$ cat config.mk
export PLATFORM = sky130hd
export DESIGN_NAME = memory_load_controller
export DESIGN_NICKNAME = d
export VERILOG_FILES = /design/src/rtl/snn_mem_pkg.sv /design/src/rtl/memory_load_controller.sv
export SDC_FILE = /design/constraint.sdc
export NUM_CORES = 1
export LEC_CHECK = 0
export CAP_MARGIN = 40
export CORE_MARGIN = 2
export CORE_UTILIZATION = 38
export CTS_BUF_LIST = sky130_fd_sc_hd__clkbuf_16
export DETAILED_ROUTE_END_ITERATION = 7
export PLACE_DENSITY = 0.78
export SLEW_MARGIN = 10
export SYNTH_ARGS = -nofsm -noshare
export SYNTH_HDL_FRONTEND = slang
export SYNTH_SLANG_ARGS = --single-unit
$ cat constraint.sdc
create_clock -name clk -period 1.7 [get_ports clk]
set_input_delay 0.34 -clock clk [delete_from_list [all_inputs] [get_ports clk]]
set_output_delay 0.34 -clock clk [all_outputs]
set_load 0.03 [all_outputs]
$ cat src/rtl/snn_mem_pkg.sv
// Shared definitions for the SNN memory sequencers: FSM state encoding and
// the address-width helper used to size memory address ports.
package snn_mem_pkg;

   typedef enum logic [1:0] {
      IDLE = 2'd0,
      LOAD = 2'd1,
      DONE = 2'd2
   } mem_seq_state_e;

   // Keeps a single-word memory at a 1-bit address instead of zero width.
   function automatic int unsigned addr_width(input int unsigned depth);
      return (depth <= 1) ? 1 : $clog2(depth);
   endfunction

endpackage

$ cat src/rtl/memory_load_controller.sv
// Streams M parameter words into the SNN core memory with an auto-incrementing
// address, and shares the memory address port with host readback (load wins).
module memory_load_controller
   import snn_mem_pkg::*;
#(
   parameter  int unsigned M      = 10,
   parameter  int unsigned N      = 8,
   localparam int unsigned ADDR_W = addr_width(M)
) (
   input  logic              clk,
   input  logic              reset,
   input  logic              start,
   input  logic [N-1:0]      data_in,
   input  logic              data_valid,
   output logic              data_ready,
   input  logic              rd_en,
   input  logic [ADDR_W-1:0] rd_addr,
   output logic              rd_grant,
   output logic [N-1:0]      rd_data,
   output logic              rd_valid,
   output logic [N-1:0]      mem_data_in,
   output logic [ADDR_W-1:0] mem_addr,
   output logic              mem_write_enable,
   input  logic [N-1:0]      mem_data_out,
   output logic              busy,
   output logic              load_done,
   output logic              overflow,
   output logic [ADDR_W:0]   words_loaded
);

   localparam logic [ADDR_W-1:0] LAST_ADDR = ADDR_W'(M - 1);
   localparam logic [ADDR_W-1:0] PTR_ONE   = {{(ADDR_W-1){1'b0}}, 1'b1};
   localparam logic [ADDR_W:0]   CNT_ONE   = {{ADDR_W{1'b0}}, 1'b1};

   mem_seq_state_e    state_q;
   logic [ADDR_W-1:0] wr_ptr_q;
   logic [ADDR_W:0]   words_q;
   logic              done_q;
   logic              ovf_q;
   logic              rd_valid_q;
   logic [N-1:0]      rd_data_q;
   logic              wr_fire;

   always_comb begin
      data_ready       = (state_q == LOAD) && !start;
      wr_fire          = data_valid && data_ready;
      rd_grant         = rd_en && (state_q != LOAD);
      mem_write_enable = wr_fire;
      mem_data_in      = wr_fire ? data_in : '0;
      mem_addr         = '0;
      if (wr_fire) begin
         mem_addr = wr_ptr_q;
      end else if (rd_grant) begin
         mem_addr = rd_addr;
      end
   end

   always_ff @(posedge clk) begin
      if (reset) begin
         state_q    <= IDLE;
         wr_ptr_q   <= '0;
         words_q    <= '0;
         done_q     <= 1'b0;
         ovf_q      <= 1'b0;
         rd_valid_q <= 1'b0;
         rd_data_q  <= '0;
      end else begin
         rd_valid_q <= rd_grant;
         if (rd_grant) begin
            rd_data_q <= mem_data_out;
         end

         // Any start clears overflow; it can only be raised outside LOAD.
         if (start) begin
            ovf_q <= 1'b0;
         end else if (data_valid && (state_q != LOAD)) begin
            ovf_q <= 1'b1;
         end

         case (state_q)
            IDLE, DONE: begin
               if (start) begin
                  state_q  <= LOAD;
                  wr_ptr_q <= '0;
                  words_q  <= '0;
                  done_q   <= 1'b0;
               end
            end
            LOAD: begin
               if (start) begin
                  wr_ptr_q <= '0;
                  words_q  <= '0;
               end else if (wr_fire) begin
                  words_q <= words_q + CNT_ONE;
                  if (wr_ptr_q == LAST_ADDR) begin
                     state_q <= DONE;
                     done_q  <= 1'b1;
                  end else begin
                     wr_ptr_q <= wr_ptr_q + PTR_ONE;
                  end
               end
            end
            default: state_q <= IDLE;
         endcase
      end
   end

   assign busy         = (state_q == LOAD);
   assign load_done    = done_q;
   assign overflow     = ovf_q;
   assign words_loaded = words_q;
   assign rd_valid     = rd_valid_q;
   assign rd_data      = rd_data_q;

endmodule

==> impl_metrics.py, run 1 <==
metrics = {
    "setup_path": {
        "r2r.worst_path.cells": 6,
        "critical_path.slowest_cell": "dfxtp_2",
        "crit_end_element": "output port",
        "timing.critical_path.from_type": "flip-flop",
        "cp.required_ns": 1.36,
        "timing.critical_path.slowest_cell_delay_ns": 0.32,
        "r2r-start": "wr_ptr_q[0]$_SDFFE_PP0P_",
        "cp_common_cell": "buf_6",
        "worst-endpoint-arrival_ns": 1.38,
        "rrSetupSlack_ns": 0.12,
        "setup.worst_path.class": "flip-flop to output port",
        "timing.critical_path.cells": "nand3b_1, nor2_4, buf_6, and2_2, buf_6",
        "crit_path_max_fanout": 7,
        "r2r-end": "wr_ptr_q[3]$_SDFFE_PP0P_",
    },
    "logic_synthesis": {
        "ys_async_sr_fraction_pct": 0,
        "synth_cell_type_count": 31,
        "ys_seq_area_share_pct": 42.1,
        "mappedNetlistArea_um2": 1050,
        "synth_flop_cell": "dfxtp_1",
        "synth_top_cell_area_share_pct": 42.1,
        "yosys_register_bits": 22,
        "mapped_cells": 128,
        "synth-edff-count": 0,
        "synthesis.nets": 156,
        "synth_area_leader": "dfxtp_1",
        "synth_top_cells_by_area": "dfxtp_1 (42%), a21oi_1 (7.7%), nand2_1 (7.2%)",
        "avgSynthCellArea_um2": 8.17,
        "synth.yosys.warnings": 0,
    },
    "global_routing": {
        "wire_length_of_the_first_global_routing_pass_mm": 5.22,
        "grt_antenna_before_repair": 0,
        "grt_start_max_net_pins": 13,
        "track_usage_pct": 20.7,
        "grt_pass1_vias": 1123,
        "globalRoute.totalOverflow": 0,
    },
    "power_and_ir_drop": {
        "sw_frac_of_total_pct": 24.8,
        "net-switching-power_mw": 0.327,
        "combPwrFrac_pct": 21.8,
        "cellLeakagePower_nw": 0.788,
        "post_layout_power_mw": 1.32,
        "power.clock.fraction_pct": 36.9,
        "vdd_ir_drop_max_uv": 702,
        "power_report.internal_total_mw": 0.991,
        "p_per_area_nw_per_um2": 709,
        "p_seq_share_pct": 41.3,
    },
    "run_status": {
        "failed_checks": "setup timing",
        "status": "finished with violations",
    },
    "cells_and_area": {
        "area_delta_synth_final_pct": 77.8,
        "final_net_count": 226,
        "layout-drive-gt1-share_pct": 27.4,
        "final.fill_count": 203,
        "most-common-layout-cells": "clkdlybuf4s50_1 (36), nand2_1 (20), dfxtp_1 (19)",
        "post-route-util_pct": 69.2,
        "most_frequent_standard_cell_in_the_layout_excluding_fill_and_tap_cells": "clkdlybuf4s50_1",
        "antenna_cells_inserted": 0,
    },
    "clocking": {
        "cts.path.max_buffers": 2,
        "cts_buffers": 3,
        "clock-root-buffer": "clkbuf_16",
        "post_cts_hold_buffer_count": 0,
        "path_clk_slew_ns": 0.06,
        "htree_num_levels": 1,
        "clock_sinks": 22,
        "cts_tree": "built",
        "insertion_delay_ns": 0.25,
    },
    "sta": {
        "final_period_minus_worst_setup_slack_ns": 1.72,
        "timing.clock.skew_ns": 0.00278,
        "max_freq_ghz": 0.582,
        "setup-tns-final_ns": -0.0576,
        "setup_viol": 6,
        "hold_viol_final": 0,
        "rsz0062_at_grt": "yes",
        "worst_slew_pin_slew_ns": 0.397,
        "hold-worst-slack_ns": 0.460,
        "max_slew_margin_pct": 73.6,
        "finalCritPeriodShare_pct": 101,
        "final.setup.worst_slack_ns": -0.0196,
        "slew_viol_final": 0,
    },
    "die": {
        "area_of_the_die_um2": 3190,
        "start_util_pct": 38.9,
        "row_cnt": 19,
        "i_o_pin_count": 57,
        "die-width_um": 56.5,
        "core_area_um2": 2690,
        "die_h_um": 56.5,
    },
    "route": {
        "detail_route.drc_violations": 0,
        "detail_route.iter0.violations": 76,
        "drt_pre_antenna_iters": 4,
        "via_count": 1149,
        "routed_wl_per_cell_um": 14.1,
        "detail-route-antenna-nets": 0,
        "wirelength_mm": 3.22,
        "viasPerCell": 5.04,
    },
    "placed_design": {
        "place_congestion": 0.829,
        "detailedPlacementHpwl_mm": 2.27,
        "port_buffers": 56,
        "detailedPlace.worstSlack_ns": -0.195,
    },
    "hold_path": {
        "hold_path_depth": 2,
        "worst_min_delay_path_startpoint": "rd_data[6]$_SDFFE_PP0N_",
        "min-delay-path-class": "flip-flop to flip-flop",
        "worst_hold_path.endpoint": "rd_data[6]$_SDFFE_PP0N_",
    },
    "run": {
        "max_cap_violations": 0,
    },
}
==> metal layers <==
metal	track usage (%)	vias to the layer above	share of wire (%)
met2	36.4	48	52
met5	0	-	0
met1	24.5	524	41
met3	4.84	5	5.7
met4	6.80	0	1.2
li1	-	572	-
==> worst max-delay path by stage <==
stage	from	to	slack [ns]
5_1_grt	state_q[1]$_SDFFE_PP0P_	mem_addr[1]	-0.08
3_3_place_gp	data_valid	mem_addr[2]	-0.20
4_1_cts	state_q[1]$_SDFFE_PP0P_	mem_data_in[7]	-0.02
2_1_floorplan	state_q[0]$_SDFFE_PP0P_	mem_data_in[0]	0.003
6_report	state_q[1]$_SDFFE_PP0P_	mem_data_in[4]	-0.02
3_5_place_dp	data_valid	mem_data_in[6]	-0.20
==> worst max-delay path: cells and delay by family, from the launching register on <==
| family | cells | cell delay (ns) |
|---|---|---|
| and+or+nand+nor | 3 | 0.54 |
| buffers and inverters | 2 | 0.27 |
| DFF | 1 | 0.32 |
==> timing repair <==
| item | in CTS | in global routing |
|---|---|---|
| gates resized for setup | 26 | 5 |
| setup endpoints to repair | 14 | 15 |
| gates cloned | 1 | 0 |
| setup buffers | 2 | 1 |
| pin swaps | 4 | 1 |
==> synthesized netlist by cell type, types with 2 or more instances <==
cell type and instances:
nor3_1 4, inv_1 5, buf_2 2, nand2b_1 2, clkbuf_1 3, and2_1 8
nor2_1 11, a21oi_1 16, nand2_1 20, o21ai_0 3, a22o_1 4, ha_1 3
nand3_1 4, dfxtp_1 22, buf_6 2, xnor2_1 3, nor4_1 2
==> layout make-up <==
cell class | instances | area (um^2) | share of cell area, %
Clock buffer | 3 | 75.1 | 4.04
Clock inverter | 1 | 3.75 | 0.202
Inverter | 5 | 18.8 | 1.01
Multi-Input combinational cell | 94 | 579 | 31.2
Sequential cell | 22 | 444 | 23.9
Tap cell | 31 | 38.8 | 2.09
Timing Repair Buffer | 72 | 699 | 37.6
==> kinds of logic (layout without fill, tap and decap cells) <==
logic type               Yosys count  count (layout)  share of synthesized area (%)
AO/OA/AOI/OAI                     29              29                           17.6
XOR/XNOR                           3               3                           2.51
adder cells (fa/ha/maj)            3               3                           3.59
buffers and inverters             12              81                           5.98
flip-flops                        22              22                           42.1
AND/OR/NAND/NOR                   59              59                           28.2
==> power by group through the flow <==
stage	Combinational, mW	Clock (mW)	Sequential, mW
floorplan	0.0975	0	0.582
CTS	0.280	0.493	0.544
global placement	0.262	0	0.553
finish	0.287	0.487	0.545
global route	0.302	0.531	0.547
detailed placement	0.265	0	0.554
==> metrics by stage <==
stage / cell area [um^2] / std cells
finish: 1860 / 228
global route: 1860 / 228
CTS: 1830 / 227
detailed placement: 1660 / 220
global placement: 1660 / 220
floorplan: 1060 / 128
==> state kept, by name, indices dropped and copies added (netlist names) <==
| register | cells |
|---|---|
| wr_ptr_q | 4 |
| rd_valid | 1 |
| rd_data | 8 |
| overflow | 1 |
| words_loaded | 5 |
| state_q | 2 |
| load_done | 1 |
(Power assumes the default switching activity.)
==> inputs of run 2 (changes only) <==
--- a/config.mk
+++ b/config.mk
@@ -10,6 +10,7 @@
 export CORE_UTILIZATION = 38
 export CTS_BUF_LIST = sky130_fd_sc_hd__clkbuf_16
 export DETAILED_ROUTE_END_ITERATION = 7
+export HOLD_SLACK_MARGIN = 0.03
 export PLACE_DENSITY = 0.78
 export SLEW_MARGIN = 10
 export SYNTH_ARGS = -nofsm -noshare
==> results of run 2 <==
No change in the layout: final DEF, timing and power equal those of run 1.
